===== src/rtl/seg_scan_ctrl.sv =====
// rtl/seg_scan_ctrl.sv - time-multiplexed scan controller for a common-anode seven-segment display
// Holds one hex code per digit and strobes the anodes one slot at a time, with a dead-time gap per slot.
module seg_scan_ctrl #(
  parameter int DIGITS     = 8,
  parameter int SCAN_DIV   = 100000,
  parameter int GAP_CYCLES = 16
) (
  input  logic              clk,
  input  logic              rst,
  input  logic              wr_en,
  input  logic [2:0]        wr_addr,
  input  logic [3:0]        wr_data,
  input  logic [DIGITS-1:0] en_mask,
  input  logic [DIGITS-1:0] dp_mask,
  input  logic              lz_suppress,
  output logic [DIGITS-1:0] an,
  output logic [3:0]        digit_data,
  output logic              dp_n,
  output logic [2:0]        digit_idx
);

  localparam int CW = (SCAN_DIV > 1) ? $clog2(SCAN_DIV) : 1;
  localparam logic [CW-1:0] CNT_LAST = CW'(SCAN_DIV - 1);
  localparam logic [CW-1:0] GAP_LAST = CW'(GAP_CYCLES - 1);
  localparam logic [2:0]    IDX_LAST = 3'(DIGITS - 1);

  typedef enum logic {GAP, SHOW} state_t;

  state_t        state;
  logic [CW-1:0] cnt;
  logic [2:0]    idx;
  logic [3:0]    dbuf [DIGITS];

  logic              [3:0] cur_code;
  logic                    cur_en;
  logic                    cur_dp;
  logic                    upper_zero;
  logic                    suppressed;
  logic                    visible;
  logic [DIGITS-1:0]       an_next;
  logic                    dp_next;

  // Selection is done by comparison so idx never indexes past a narrow mask.
  always_comb begin
    cur_code   = '0;
    cur_en     = 1'b0;
    cur_dp     = 1'b0;
    upper_zero = 1'b1;
    an_next    = '1;
    for (int i = 0; i < DIGITS; i++) begin
      if (idx == 3'(i)) begin
        cur_code = dbuf[i];
        cur_en   = en_mask[i];
        cur_dp   = dp_mask[i];
      end
      if (3'(i) >= idx && dbuf[i] != 4'd0) upper_zero = 1'b0;
    end
    suppressed = lz_suppress && (idx != 3'd0) && upper_zero;
    visible    = cur_en && !suppressed;
    for (int i = 0; i < DIGITS; i++) begin
      if (idx == 3'(i) && state == SHOW && visible) an_next[i] = 1'b0;
    end
    dp_next = !(state == SHOW && visible && cur_dp);
  end

  always_ff @(posedge clk or posedge rst) begin
    if (rst) begin
      state      <= GAP;
      cnt        <= '0;
      idx        <= 3'd0;
      for (int i = 0; i < DIGITS; i++) dbuf[i] <= 4'd0;
      an         <= '1;
      digit_data <= 4'd0;
      dp_n       <= 1'b1;
      digit_idx  <= 3'd0;
    end else begin
      // Out-of-range addresses match no entry and are dropped.
      for (int i = 0; i < DIGITS; i++) begin
        if (wr_en && wr_addr == 3'(i)) dbuf[i] <= wr_data;
      end

      if (cnt == CNT_LAST) begin
        cnt <= '0;
        idx <= (idx == IDX_LAST) ? 3'd0 : idx + 3'd1;
      end else begin
        cnt <= cnt + 1'b1;
      end

      case (state)
        GAP:     if (cnt == GAP_LAST) state <= SHOW;
        SHOW:    if (cnt == CNT_LAST) state <= GAP;
        default: state <= GAP;
      endcase

      an         <= an_next;
      digit_data <= cur_code;
      dp_n       <= dp_next;
      digit_idx  <= idx;
    end
  end

endmodule

===== config.mk =====
export PLATFORM = sky130hd
export DESIGN_NAME = seg_scan_ctrl
export DESIGN_NICKNAME = d
export VERILOG_FILES = /design/src/rtl/seg_scan_ctrl.sv
export SDC_FILE = /design/constraint.sdc
export NUM_CORES = 1
export LEC_CHECK = 0
export CAP_MARGIN = 20
export CORE_MARGIN = 3
export CORE_UTILIZATION = 55
export DETAILED_ROUTE_END_ITERATION = 10
export GPL_TIMING_DRIVEN = 1
export HOLD_SLACK_MARGIN = 0.08
export PLACE_DENSITY = 0.89
export SLEW_MARGIN = 20
export SYNTH_ARGS = -nofsm -noshare
export SYNTH_HDL_FRONTEND = slang
export SYNTH_SLANG_ARGS = --single-unit

===== constraint.sdc =====
create_clock -name clk -period 2.85 [get_ports clk]
set_input_delay 0.57 -clock clk [delete_from_list [all_inputs] [get_ports clk]]
set_output_delay 0.57 -clock clk [all_outputs]
set_load 0.05 [all_outputs]

# == Word-level counts from Yosys, hierarchy flattened ==
# Index checks and enable logic that the tools add are counted.
# classes
add_sub_neg,2
mux,45
reduce_logical,50
order_cmp,8
bitwise,1
eq_ne,16
# op_table
op,n
1-bit logical AND,37
1-bit two-way mux,34
4-bit two-way mux,8
4-bit nonzero test,8
3-bit == test (second input constant),8
17-bit by 1-bit adder with 17-bit output (second input constant),1
17-bit == test (second input constant),1
17-bit by 4-bit == test with 1-bit output (second input constant),1
17-bit two-way mux,1
3-bit by 2-bit == test with 1-bit output (second input constant),4
3-bit >= comparator (first input constant),4
3-bit by 1-bit == test with 1-bit output (second input constant),2
1-bit by 3-bit >= comparator with 1-bit output (first input constant),2
2-bit by 3-bit >= comparator with 1-bit output (first input constant),2
3-bit logical NOT,2
3-bit by 1-bit adder with 3-bit output (second input constant),1
3-bit two-way mux,1
3-bit nonzero test,1
1-bit logical NOT,2
1-bit one-hot mux with 2 select lines,1
1-bit NOT,1
# totals
input_bits,27
register_bits,69
output_inout_bits,16
elab_cells,137

# == Depth between registers and ports, before layout ==
# Gate-level depths: netlist of run 1.
# depth
ltp_word,16
mapped_depth,9
mapped_depth_nobuf,7

# == Worst setup path before layout of run 1 ==
# OpenSTA, ideal clock, no wires.
# synth_path
kind,register to register
startpoint,reg idx[0]
endpoint,reg an[5]
path_stages_with_launch,10
path_buffers,2
synth_period_minus_slack_ns,1.962
slack_ns,0.888
setup_ns,0.075
arrival_ns,1.888
required_ns,2.775
path_cell_list,dfrtp_1 -> inv_1 -> ha_1 -> buf_2 -> inv_1 -> clkbuf_1 -> nor2_1 -> a2111oi_4 -> a2111oi_4 -> o211ai_2
# synth_via
elab_chain_cells,15
word_cells_on_any_way,48
classes_between,order compare (8); eq/ne (7); mux (17); reduce/logical (16)
# synth_rtl
element,line,text
from (decl),31,logic [2:0] idx;
from (signal assigned),84,idx <= (idx == IDX_LAST) ? 3'd0 : idx + 3'd1;
1-bit by 3-bit >= comparator with 1-bit output,56,if (3'(i) >= idx && dbuf[i] != 4'd0) upper_zero = 1'b0;
1-bit logical AND,56,
1-bit two-way mux (8 in series),56,
1-bit logical AND,58,suppressed = lz_suppress && (idx != 3'd0) && upper_zero;
1-bit logical NOT,59,visible = cur_en && !suppressed;
1-bit logical AND,59,
1-bit logical AND (*),61,if (idx == 3'(i) && state == SHOW && visible) an_next[i] = 1'b0;
1-bit two-way mux (*),61,
via an_next[5],40,logic [DIGITS-1:0] an_next;
to (signal assigned),95,an <= an_next;
to (decl),16,"output logic [DIGITS-1:0] an,"
# The timed path passes the listed nets; every way through them passes the cells marked *.
# A chain may end at the register's enable or synchronous reset.

# == Final worst setup path of run 1 ==
# layout_path
startpoint,reg idx[1]
endpoint,reg an[5]
# The elaborated chain is that of the path after synthesis.

==> results.md, run 1 <==
- Post-CTS Hold Buffers: 0
- Arrival @ worst endpoint: 2.76 ns
- Clock Skews: 0.00600 ns
- Largest net degree at the start of global routing: 70
- Peak supply drop: 0.485 mV
- Mapped Nets: 335
- Slew at the pin with the worst max-slew slack: 0.637 ns
- Cts bufs inserted: 9
- Aggregate global-route resource usage: 0.232
- Hold Crit Class: register to register
- Most common library cell in the layout ignoring fill and taps: dfrtp_1
- Synthesized cell area: 3360 sq um
- Syn Inst Count: 303
- Core Rows: 27
- Fin. max-slew vios: 0
- Max Cap Violations: 0
- WHS: 0.454 ns
- HP Start: cnt[0]$_DFF_PP0_
- CP Cell Sequence: inv_1, ha_1, o21ba_2, o2111ai_1, a2111oi_4, a2111oi_4, o211ai_2
- Syn_area_per_cell: 11.1 sq um
- CTS tree: yes
- Crit start category: register
- Final instance area: 4070 sq um
- Routed WL per cell: 18.4 um
- Share of post-route cells with drive strength above 1: 0.211
- H-tree depth: 3
- Placed cell areas: 3870 sq um
- Starting Density: 0.589
- First-pass GRT wire length: 13100 um
- Final Hold Viols: 0
- Final nets: 382
- Die Width: 84.2 um
- Final Wtd Congestion: 0.835
- Status: completed
- Die ar.: 7090 sq um
- FF-to-FF Start: idx[1]$_DFFE_PP0N_
- Synth warnings: 0
- Most used cell, CP: a2111oi_4
- Slew Limit Headroom: 0.574
- Unrepaired setup endpoints after global routing: no
- Final setup TNS: 0 ns
- Post_cts resized: 0
- Worst skew pair latency: 0.35 ns
- Period minus WS final: 2.51 ns
- Synth Flop Type: dfrtp_1
- Setup Buffers After CTS: 0
- Vias per cell: 6.25
- Synthesis-to-layout area growth: 21.0%
- HPWL after DPL: 5480 um
- CTS sink count: 69
- Leak pwr: 1.65 nW
- Achievable Freq: 399 MHz
- Asr flop ratio synth: 1.00
- Clk buf depth: 2
- Post-synth EDFFs: 0
- Part of the cycle the worst path needs: 0.879
- Clk slew on worst S/H paths: 0.07 ns
- Worst stage delay on the critical path: 0.54 ns
- Antenna violations before repair: 0
- CP Max Fanout: 17
- Worst setup EP type: register
- Worst Path Required: 3.10 ns
- Wirelength, routed: 7880 um
- GRT overflow: 0
- Via Count: 2668
- Final setup viols: 0
- Antenna diodes: 0
- # DRC: 0
- Synth Register Bits: 69
- Most frequent cells in the layout: 60 x dfrtp_1, 42 x clkdlybuf4s50_1, 32 x mux2_2
- Sequential area share after synthesis: 0.517
- Count of input and output buffers: 42
- Core area: 5710 sq um
- Clk root buf: clkbuf_8
- Drt pass-1 iters: 5
- I/O pins: 43
- Pwr per Cell Area: 583 nW/um^2
- Yosys cell types: 47
- Final antenna-violating net count: 0
- CP Class: register to register
- Initial drt markers: 192
- Slowest-stage cell, CP: ha_1
- Die Height: 84.2 um
- Setup crit start: idx[1]$_DFFE_PP0N_
- Vias in the first global route: 2635
## layout make-up
class,count,area (sq um)
tap,72,90.1
sequential,69,1740
fill,414,1640
timing repair buffer,45,455
clock buffer,10,138
clock inverter,6,62.6
multi-input combinational,214,1540
inverter,11,41.3
## worst max-delay path: cells and delay by family, from the launching register on
kind,cells,cell delay (ns)
buf+inv,1,0.19
flops,1,0.48
fa+ha+maj,1,0.54
compound gates,5,1.21
## worst paths after layout
check / endpoint / slack, ns / cells after the start
max reg2reg: an[5]$_DFF_PP1_ / 0.34 / 7
min: cnt[0]$_DFF_PP0_ / 0.45 / 1
min reg2reg: cnt[0]$_DFF_PP0_ / 0.45 / 1
max in group asynchronous: an[0]$_DFF_PP1_ / 1.92 / 3
min in group asynchronous: cnt[8]$_DFF_PP0_ / 0.61 / 3
max: an[5]$_DFF_PP1_ / 0.34 / 7
## per-stage QoR
| stage | util | total power, mW | setup WS (ns) | instances |
|---|---|---|---|---|
| 6_report | 0.713 | 2.37 | 0.344 | 427 |
| 5_1_grt | 0.713 | 2.46 | 0.217 | 427 |
| 4_1_cts | 0.713 | 2.38 | 0.390 | 427 |
| 3_5_place_dp | 0.678 | 1.57 | 0.409 | 411 |
| 3_3_place_gp | 0.678 | 1.55 | 0.517 | 411 |
| 2_1_floorplan | - | 1.42 | 0.555 | 303 |
## cells in the mapped netlist, types with 2 or more instances
cell | count | area, sq um
nand4b_1 | 3 | 26.3
ha_1 | 5 | 62.6
nor3b_1 | 3 | 22.5
a31o_2 | 4 | 35.0
a21oi_1 | 10 | 50.1
nor4_1 | 8 | 50.1
xor2_1 | 7 | 61.3
and2_1 | 2 | 12.5
buf_2 | 5 | 25.0
mux2_2 | 32 | 360
and3_1 | 8 | 50.1
dfrtp_1 | 60 | 1500
nand4_1 | 13 | 81.3
or3_1 | 2 | 12.5
nor3_1 | 8 | 40.0
a221oi_1 | 2 | 17.5
clkbuf_1 | 4 | 15.0
dfstp_2 | 9 | 236
a2111oi_4 | 2 | 55.1
nand2b_1 | 3 | 18.8
nor2_1 | 19 | 71.3
nand2_1 | 24 | 90.1
o211ai_1 | 2 | 15.0
nand3_1 | 14 | 70.1
xnor2_1 | 7 | 61.3
nor2b_1 | 2 | 12.5
a221o_1 | 4 | 40.0
inv_1 | 10 | 37.5
o21ai_0 | 13 | 65.1
## state kept, by name, summed over array words and instances, names as in the netlist
signal	flops
state	1
an	8
dp_n	1
cnt	17
digit_idx	3
digit_data	4
dbuf	32
idx	3
## kinds of logic after synthesis
group           Yosys count  share of synthesized area
fa+ha+maj                 5                     0.0186
buf+inv                  20                     0.0242
mux                      32                      0.107
compound gates           48                      0.112
xor+xnor                 14                     0.0365
flops                    69                      0.517
simple gates            115                      0.185
## metal layers
metal	up-vias	global-route usage	part of all wire
met3	14	0.0510	0.070
li1	1208	-	-
met2	132	0.372	0.48
met1	1314	0.314	0.43
met4	0	0.0789	0.016
met5	-	0	0
## where the power goes
part / total [mW] / switching, mW / internal (mW)
clock: 0.804 / 0.377 / 0.426
combinational: 0.359 / 0.168 / 0.191
sequential: 1.21 / 0.113 / 1.09
total: 2.37 / 0.659 / 1.71
Note: power is estimated with default switching activity, not from simulation.
==> run 2: changes to the inputs <==
- CORE_MARGIN: 3 -> 2
==> run 2 against run 1 <==
  * First-iteration DRC count up 65%
  * Final cell count up 1.2%
  * Clock power up 2%
  * Global-route usage up 3.1 points
  * Clock skew about the same
  * Largest power group unchanged
  * Hold slack better by 0.0019 ns
==> results.md, run 2 (same netlist as run 1, synthesis figures left out) <==
- First-pass GRT wire length: 13000 um (was 13100 um)
- Drt pass-1 iters: 5 (unchanged)
- Crit start category: register (unchanged)
- Max Cap Violations: 0 (unchanged)
- Arrival @ worst endpoint: 2.66 ns (was 2.76 ns)
- Final antenna-violating net count: 0 (unchanged)
- Setup crit start: idx[1]$_DFFE_PP0N_ (unchanged)
- Count of input and output buffers: 42 (unchanged)
- CP Class: register to register (unchanged)
- HPWL after DPL: 5710 um (was 5480 um)
- Post_cts resized: 0 (unchanged)
- Unrepaired setup endpoints after global routing: no (unchanged)
- Worst stage delay on the critical path: 0.49 ns (was 0.54 ns)
- Die ar.: 6760 sq um (was 7090 sq um)
- Final Wtd Congestion: 0.882 (was 0.835)
- Crit path depth: 7 (unchanged)
- Most frequent cells in the layout: 60 x dfrtp_1, 42 x clkdlybuf4s50_1, 32 x mux2_2 (unchanged)
- Starting Density: 0.568 (was 0.589)
- Core area: 5920 sq um (was 5710 sq um)
- Hold Crit Class: register to register (unchanged)
- Clk buf depth: 2 (unchanged)
- Peak supply drop: 0.503 mV (was 0.485 mV)
- # DRC: 0 (unchanged)
- Setup Buffers After CTS: 0 (unchanged)
- Routed WL per cell: 18.9 um (was 18.4 um)
- Reg with most FFs: dbuf (unchanged)
- Wirelength, routed: 8150 um (was 7880 um)
- Biggest regs: dbuf x32, cnt x17, an x8 (unchanged)
- Fin. max-slew vios: 0 (unchanged)
- I/O pins: 43 (unchanged)
- Vias in the first global route: 2699 (was 2635)
- H-tree depth: 3 (unchanged)
- Slowest-stage cell, CP: dfrtp_1 (was ha_1)
- Worst R2R Path Depth: 7 (unchanged)
- Pwr per Cell Area: 586 nW/um^2 (was 583 nW/um^2)
- Max FFs per register: 32 (unchanged)
- Die Width: 82.2 um (was 84.2 um)
- Crit path to: an[5]$_DFF_PP1_ (unchanged)
- Final setup TNS: 0 ns (unchanged)
- Worst Path Required: 3.10 ns (about the same)
- Slew Limit Headroom: 0.572 (was 0.574)
- Slew at the pin with the worst max-slew slack: 0.637 ns (about the same)
- Share of post-route cells with drive strength above 1: 0.216 (was 0.211)
- Die Height: 82.2 um (was 84.2 um)
- Clk root buf: clkbuf_8 (unchanged)
- Most common library cell in the layout ignoring fill and taps: dfrtp_1 (unchanged)
- Synthesis-to-layout area growth: 21.4% (was 21.0%)
- Cts bufs inserted: 9 (unchanged)
- Leak pwr: 1.65 nW (about the same)
- Worst skew pair latency: 0.35 ns (about the same)
- Period minus WS final: 2.41 ns (was 2.51 ns)
- Clock Skews: 0.00555 ns (was 0.00600 ns)
- Via Count: 2755 (was 2668)
- R2R Setup Slk: 0.44 ns (was 0.34 ns)
- Antenna diodes: 0 (unchanged)
- Clk slew on worst S/H paths: 0.08 ns (was 0.07 ns)
- CTS tree: yes (unchanged)
- FF-to-FF End: an[5]$_DFF_PP1_ (unchanged)
- Antenna violations before repair: 0 (unchanged)
- Worst path top cell family by delay: compound AO/OA/AOI/OAI gates (unchanged)
- Final Hold Viols: 0 (unchanged)
- Vias per cell: 6.38 (was 6.25)
- CTS sink count: 69 (unchanged)
- Part of the cycle the worst path needs: 0.845 (was 0.879)
- Fin util: 0.689 (was 0.713)
- Worst path buffer plus inverter count: 2 (was 1)
- Worst setup EP type: register (unchanged)
- Status: completed (unchanged)
- Largest net degree at the start of global routing: 33 (was 70)
- CP Max Fanout: 11 (was 17)
- Final nets: 384 (was 382)
- Achievable Freq: 415 MHz (was 399 MHz)
- CP Cell Sequence: inv_1, ha_1, buf_4, nor3b_1, o31a_1, a2111oi_4, o211ai_2 (was inv_1, ha_1, o21ba_2, o2111ai_1, a2111oi_4, a2111oi_4, o211ai_2)
- Initial drt markers: 317 (was 192)
- Final setup viols: 0 (unchanged)
- FF-to-FF Start: idx[1]$_DFFE_PP0N_ (unchanged)
- Post-CTS Hold Buffers: 0 (unchanged)
- Core Rows: 28 (was 27)
- GRT overflow: 0 (unchanged)
- Aggregate global-route resource usage: 0.263 (was 0.232)
-- run 2: cell types whose count changed in the layout (fill, tap and decap cells not counted), sizes merged --
cell / previous run / this run
clkinv: 6 / 2
buf: 3 / 5
inv: 10 / 13
clkbuf: 10 / 9
clkinvlp: 0 / 2
-- run 2: routing by layer --
| layer | GRT usage | share of wire |
|---|---|---|
| met5 | 0 | 0 |
| met4 | 0.108 | 0.022 |
| met3 | 0.0728 | 0.086 |
| met2 | 0.415 | 0.49 |
| met1 | 0.342 | 0.40 |
-- run 2: area by class of cell --
cell class | instances | area [sq um]
fill | 418 | 1840
sequential | 69 | 1740
multi-input combinational | 214 | 1540
timing repair buffer | 47 | 458
clock buffer | 9 | 124
tap | 75 | 93.8
clock inverter | 7 | 82.6
inverter | 11 | 41.3
-- run 2: worst min-delay path by stage --
stage / start / to / depth (start not counted)
after floorplan: idx[2]$_DFFE_PP0N_ / digit_idx[2]$_DFF_PP0_ / 0
after global placement: cnt[0]$_DFF_PP0_ / cnt[0]$_DFF_PP0_ / 1
after detailed placement: cnt[0]$_DFF_PP0_ / cnt[0]$_DFF_PP0_ / 1
after CTS: cnt[0]$_DFF_PP0_ / cnt[0]$_DFF_PP0_ / 1
after global routing: cnt[0]$_DFF_PP0_ / cnt[0]$_DFF_PP0_ / 1
final: cnt[0]$_DFF_PP0_ / cnt[0]$_DFF_PP0_ / 1
-- run 2: report_power, final --
group / internal (mW) / total [mW] / switching [mW]
logic: 0.190 / 0.364 / 0.174
registers: 1.09 / 1.21 / 0.113
clock network: 0.417 / 0.822 / 0.405
-- run 2: metrics by stage --
step,power (mW),area [sq um],hold slack [ns],cells,setup slack [ns]
floorplan,1.42,3360,0.375,303,0.555
global placement,1.55,3870,0.437,416,0.621
detailed placement,1.58,3870,0.446,416,0.492
CTS,2.40,4080,0.456,432,0.499
global route,2.48,4080,0.475,432,0.320
finish,2.39,4080,0.456,432,0.443
==> run 3: changes to the inputs <==
- clock period: 2.85 -> 2.5 ns (I/O delays scaled with it)
==> run 3 against run 2 <==
  * Sequential power up 12%
  * Power up 14%
  * Critical path depth did not move
  * Sequential share of layout area shrank 0.64 points
  * Largest power group unchanged
  * Highest routed layer unchanged
==> results.md, run 3 (same netlist as run 1, synthesis figures left out) <==
- CP Max Fanout: 8 (was 11)
- Max Cap Violations: 0 (unchanged)
- Part of the cycle the worst path needs: 0.882 (was 0.845)
- Via Count: 2771 (was 2755)
- Placed cell areas: 3930 sq um (was 3870 sq um)
- Final Hold Viols: 0 (unchanged)
- Crit path to: an[5]$_DFF_PP1_ (unchanged)
- Worst skew pair latency: 0.35 ns (about the same)
- Clk buf depth: 2 (unchanged)
- Setup Buffers After CTS: 0 (unchanged)
- Final Wtd Congestion: 0.905 (was 0.882)
- Most common library cell in the layout ignoring fill and taps: dfrtp_1 (unchanged)
- CTS tree: yes (unchanged)
- Arrival @ worst endpoint: 2.48 ns (was 2.66 ns)
- Final nets: 390 (was 384)
- Worst R2R Path Depth: 7 (unchanged)
- Core Rows: 28 (unchanged)
- Clk slew on worst S/H paths: 0.08 ns (about the same)
- Unrepaired setup endpoints after global routing: no (unchanged)
- Clock Skews: 0.0105 ns (was 0.00555 ns)
- Peak supply drop: 0.612 mV (was 0.503 mV)
- Final instance area: 4140 sq um (was 4080 sq um)
- HPWL after DPL: 5610 um (was 5710 um)
- CTS sink count: 69 (unchanged)
- H-tree depth: 3 (unchanged)
- # DRC: 0 (unchanged)
- Most frequent cells in the layout: 60 x dfrtp_1, 42 x clkdlybuf4s50_1, 32 x mux2_2 (unchanged)
- Final antenna-violating net count: 0 (unchanged)
- Fillers: 391 (was 418)
- Worst Path Required: 2.77 ns (was 3.10 ns)
- WHS: 0.458 ns (was 0.456 ns)
- Vias in the first global route: 2632 (was 2699)
- FF-to-FF Start: idx[0]$_DFFE_PP0N_ (was idx[1]$_DFFE_PP0N_)
- Die ar.: 6760 sq um (unchanged)
- Reg with most FFs: dbuf (unchanged)
- Core area: 5920 sq um (unchanged)
- Cts bufs inserted: 9 (unchanged)
- Aggregate global-route resource usage: 0.252 (was 0.263)
- Pwr per Cell Area: 660 nW/um^2 (was 586 nW/um^2)
- Share of post-route cells with drive strength above 1: 0.226 (was 0.216)
- Wirelength, routed: 8060 um (was 8150 um)
- CP Class: register to register (unchanged)
- Largest net degree at the start of global routing: 37 (was 33)
- Biggest regs: dbuf x32, cnt x17, an x8 (unchanged)
- GRT overflow: 0 (unchanged)
- Slew Limit Headroom: 0.583 (was 0.572)
- Slew at the pin with the worst max-slew slack: 0.619 ns (was 0.637 ns)
- Status: completed (unchanged)
- R2R Setup Slk: 0.30 ns (was 0.44 ns)
- Antenna violations before repair: 0 (unchanged)
- Die Height: 82.2 um (unchanged)
- Hold Crit Class: register to register (unchanged)
- Leak pwr: 1.69 nW (was 1.65 nW)
- Max FFs per register: 32 (unchanged)
- I/O pins: 43 (unchanged)
- Fin util: 0.700 (was 0.689)
- Drt pass-1 iters: 5 (unchanged)
- Synthesis-to-layout area growth: 23.2% (was 21.4%)
- Post_cts resized: 0 (unchanged)
- FF-to-FF End: an[5]$_DFF_PP1_ (unchanged)
- Crit start category: register (unchanged)
- Count of input and output buffers: 42 (unchanged)
- Initial drt markers: 230 (was 317)
- Final setup viols: 0 (unchanged)
- Worst setup EP type: register (unchanged)
- Clk root buf: clkbuf_8 (unchanged)
- Post-CTS Hold Buffers: 0 (unchanged)
- Fin. max-slew vios: 0 (unchanged)
- Starting Density: 0.568 (unchanged)
- Period minus WS final: 2.20 ns (was 2.41 ns)
- Vias per cell: 6.33 (was 6.38)
- Setup crit start: idx[0]$_DFFE_PP0N_ (was idx[1]$_DFFE_PP0N_)
- Final setup TNS: 0 ns (unchanged)
- Antenna diodes: 0 (unchanged)
- Routed WL per cell: 18.4 um (was 18.9 um)
- Die Width: 82.2 um (unchanged)
- First-pass GRT wire length: 12600 um (was 13000 um)
- Achievable Freq: 454 MHz (was 415 MHz)
[run 3: final cells by class]
type / instances / area [sq um] / share of cell area
Sequential cell: 69 / 1740 / 0.419
Multi-Input combinational cell: 214 / 1540 / 0.373
Timing Repair Buffer: 53 / 515 / 0.124
Clock buffer: 13 / 169 / 0.0408
Tap cell: 75 / 93.8 / 0.0226
Clock inverter: 3 / 42.5 / 0.0103
Inverter: 11 / 41.3 / 0.00996
[run 3: how the worst min path moves through the flow]
stage / startpoint / to / slack, ns / cells after the start
final: cnt[0]$_DFF_PP0_ / cnt[0]$_DFF_PP0_ / 0.46 / 1
after global routing: cnt[0]$_DFF_PP0_ / cnt[0]$_DFF_PP0_ / 0.48 / 1
after CTS: cnt[0]$_DFF_PP0_ / cnt[0]$_DFF_PP0_ / 0.47 / 1
after detailed placement: cnt[0]$_DFF_PP0_ / cnt[0]$_DFF_PP0_ / 0.45 / 1
after global placement: cnt[0]$_DFF_PP0_ / cnt[0]$_DFF_PP0_ / 0.44 / 1
after floorplan: idx[2]$_DFFE_PP0N_ / digit_idx[2]$_DFF_PP0_ / 0.37 / 0
[run 3: metrics by stage]
stage,total power [mW],std cells,setup WS [ns]
after floorplan,1.62,303,0.275
after global placement,1.77,422,0.429
after detailed placement,1.79,422,0.357
after CTS,2.75,438,0.290
after global routing,2.83,438,0.174
final,2.73,438,0.295
[run 3: worst max-delay path: stages, from the launching register on]
cell and delay [ns]:
dfrtp_1 0.47, inv_1 0.17, ha_1 0.26, buf_4 0.17, nor3b_1 0.16, o31a_1 0.32
a2111oi_4 0.44, o211ai_2 0.14
[run 3: metal layers]
layer  GRT usage  vias to the layer above  part of all wire  wire [um]
met4       0.135                        0             0.036        290
li1            -                     1224                 -          -
met2       0.406                      141              0.48       3910
met5           0                        -                 0          0
met1       0.310                     1370              0.40       3260
met3      0.0674                       36             0.074        600
[run 3: power breakdown]
part / total, mW / internal [mW] / switching (mW)
Combinational: 0.419 / 0.220 / 0.199
Clock: 0.954 / 0.541 / 0.413
Sequential: 1.36 / 1.25 / 0.113
Total: 2.73 / 2.01 / 0.725
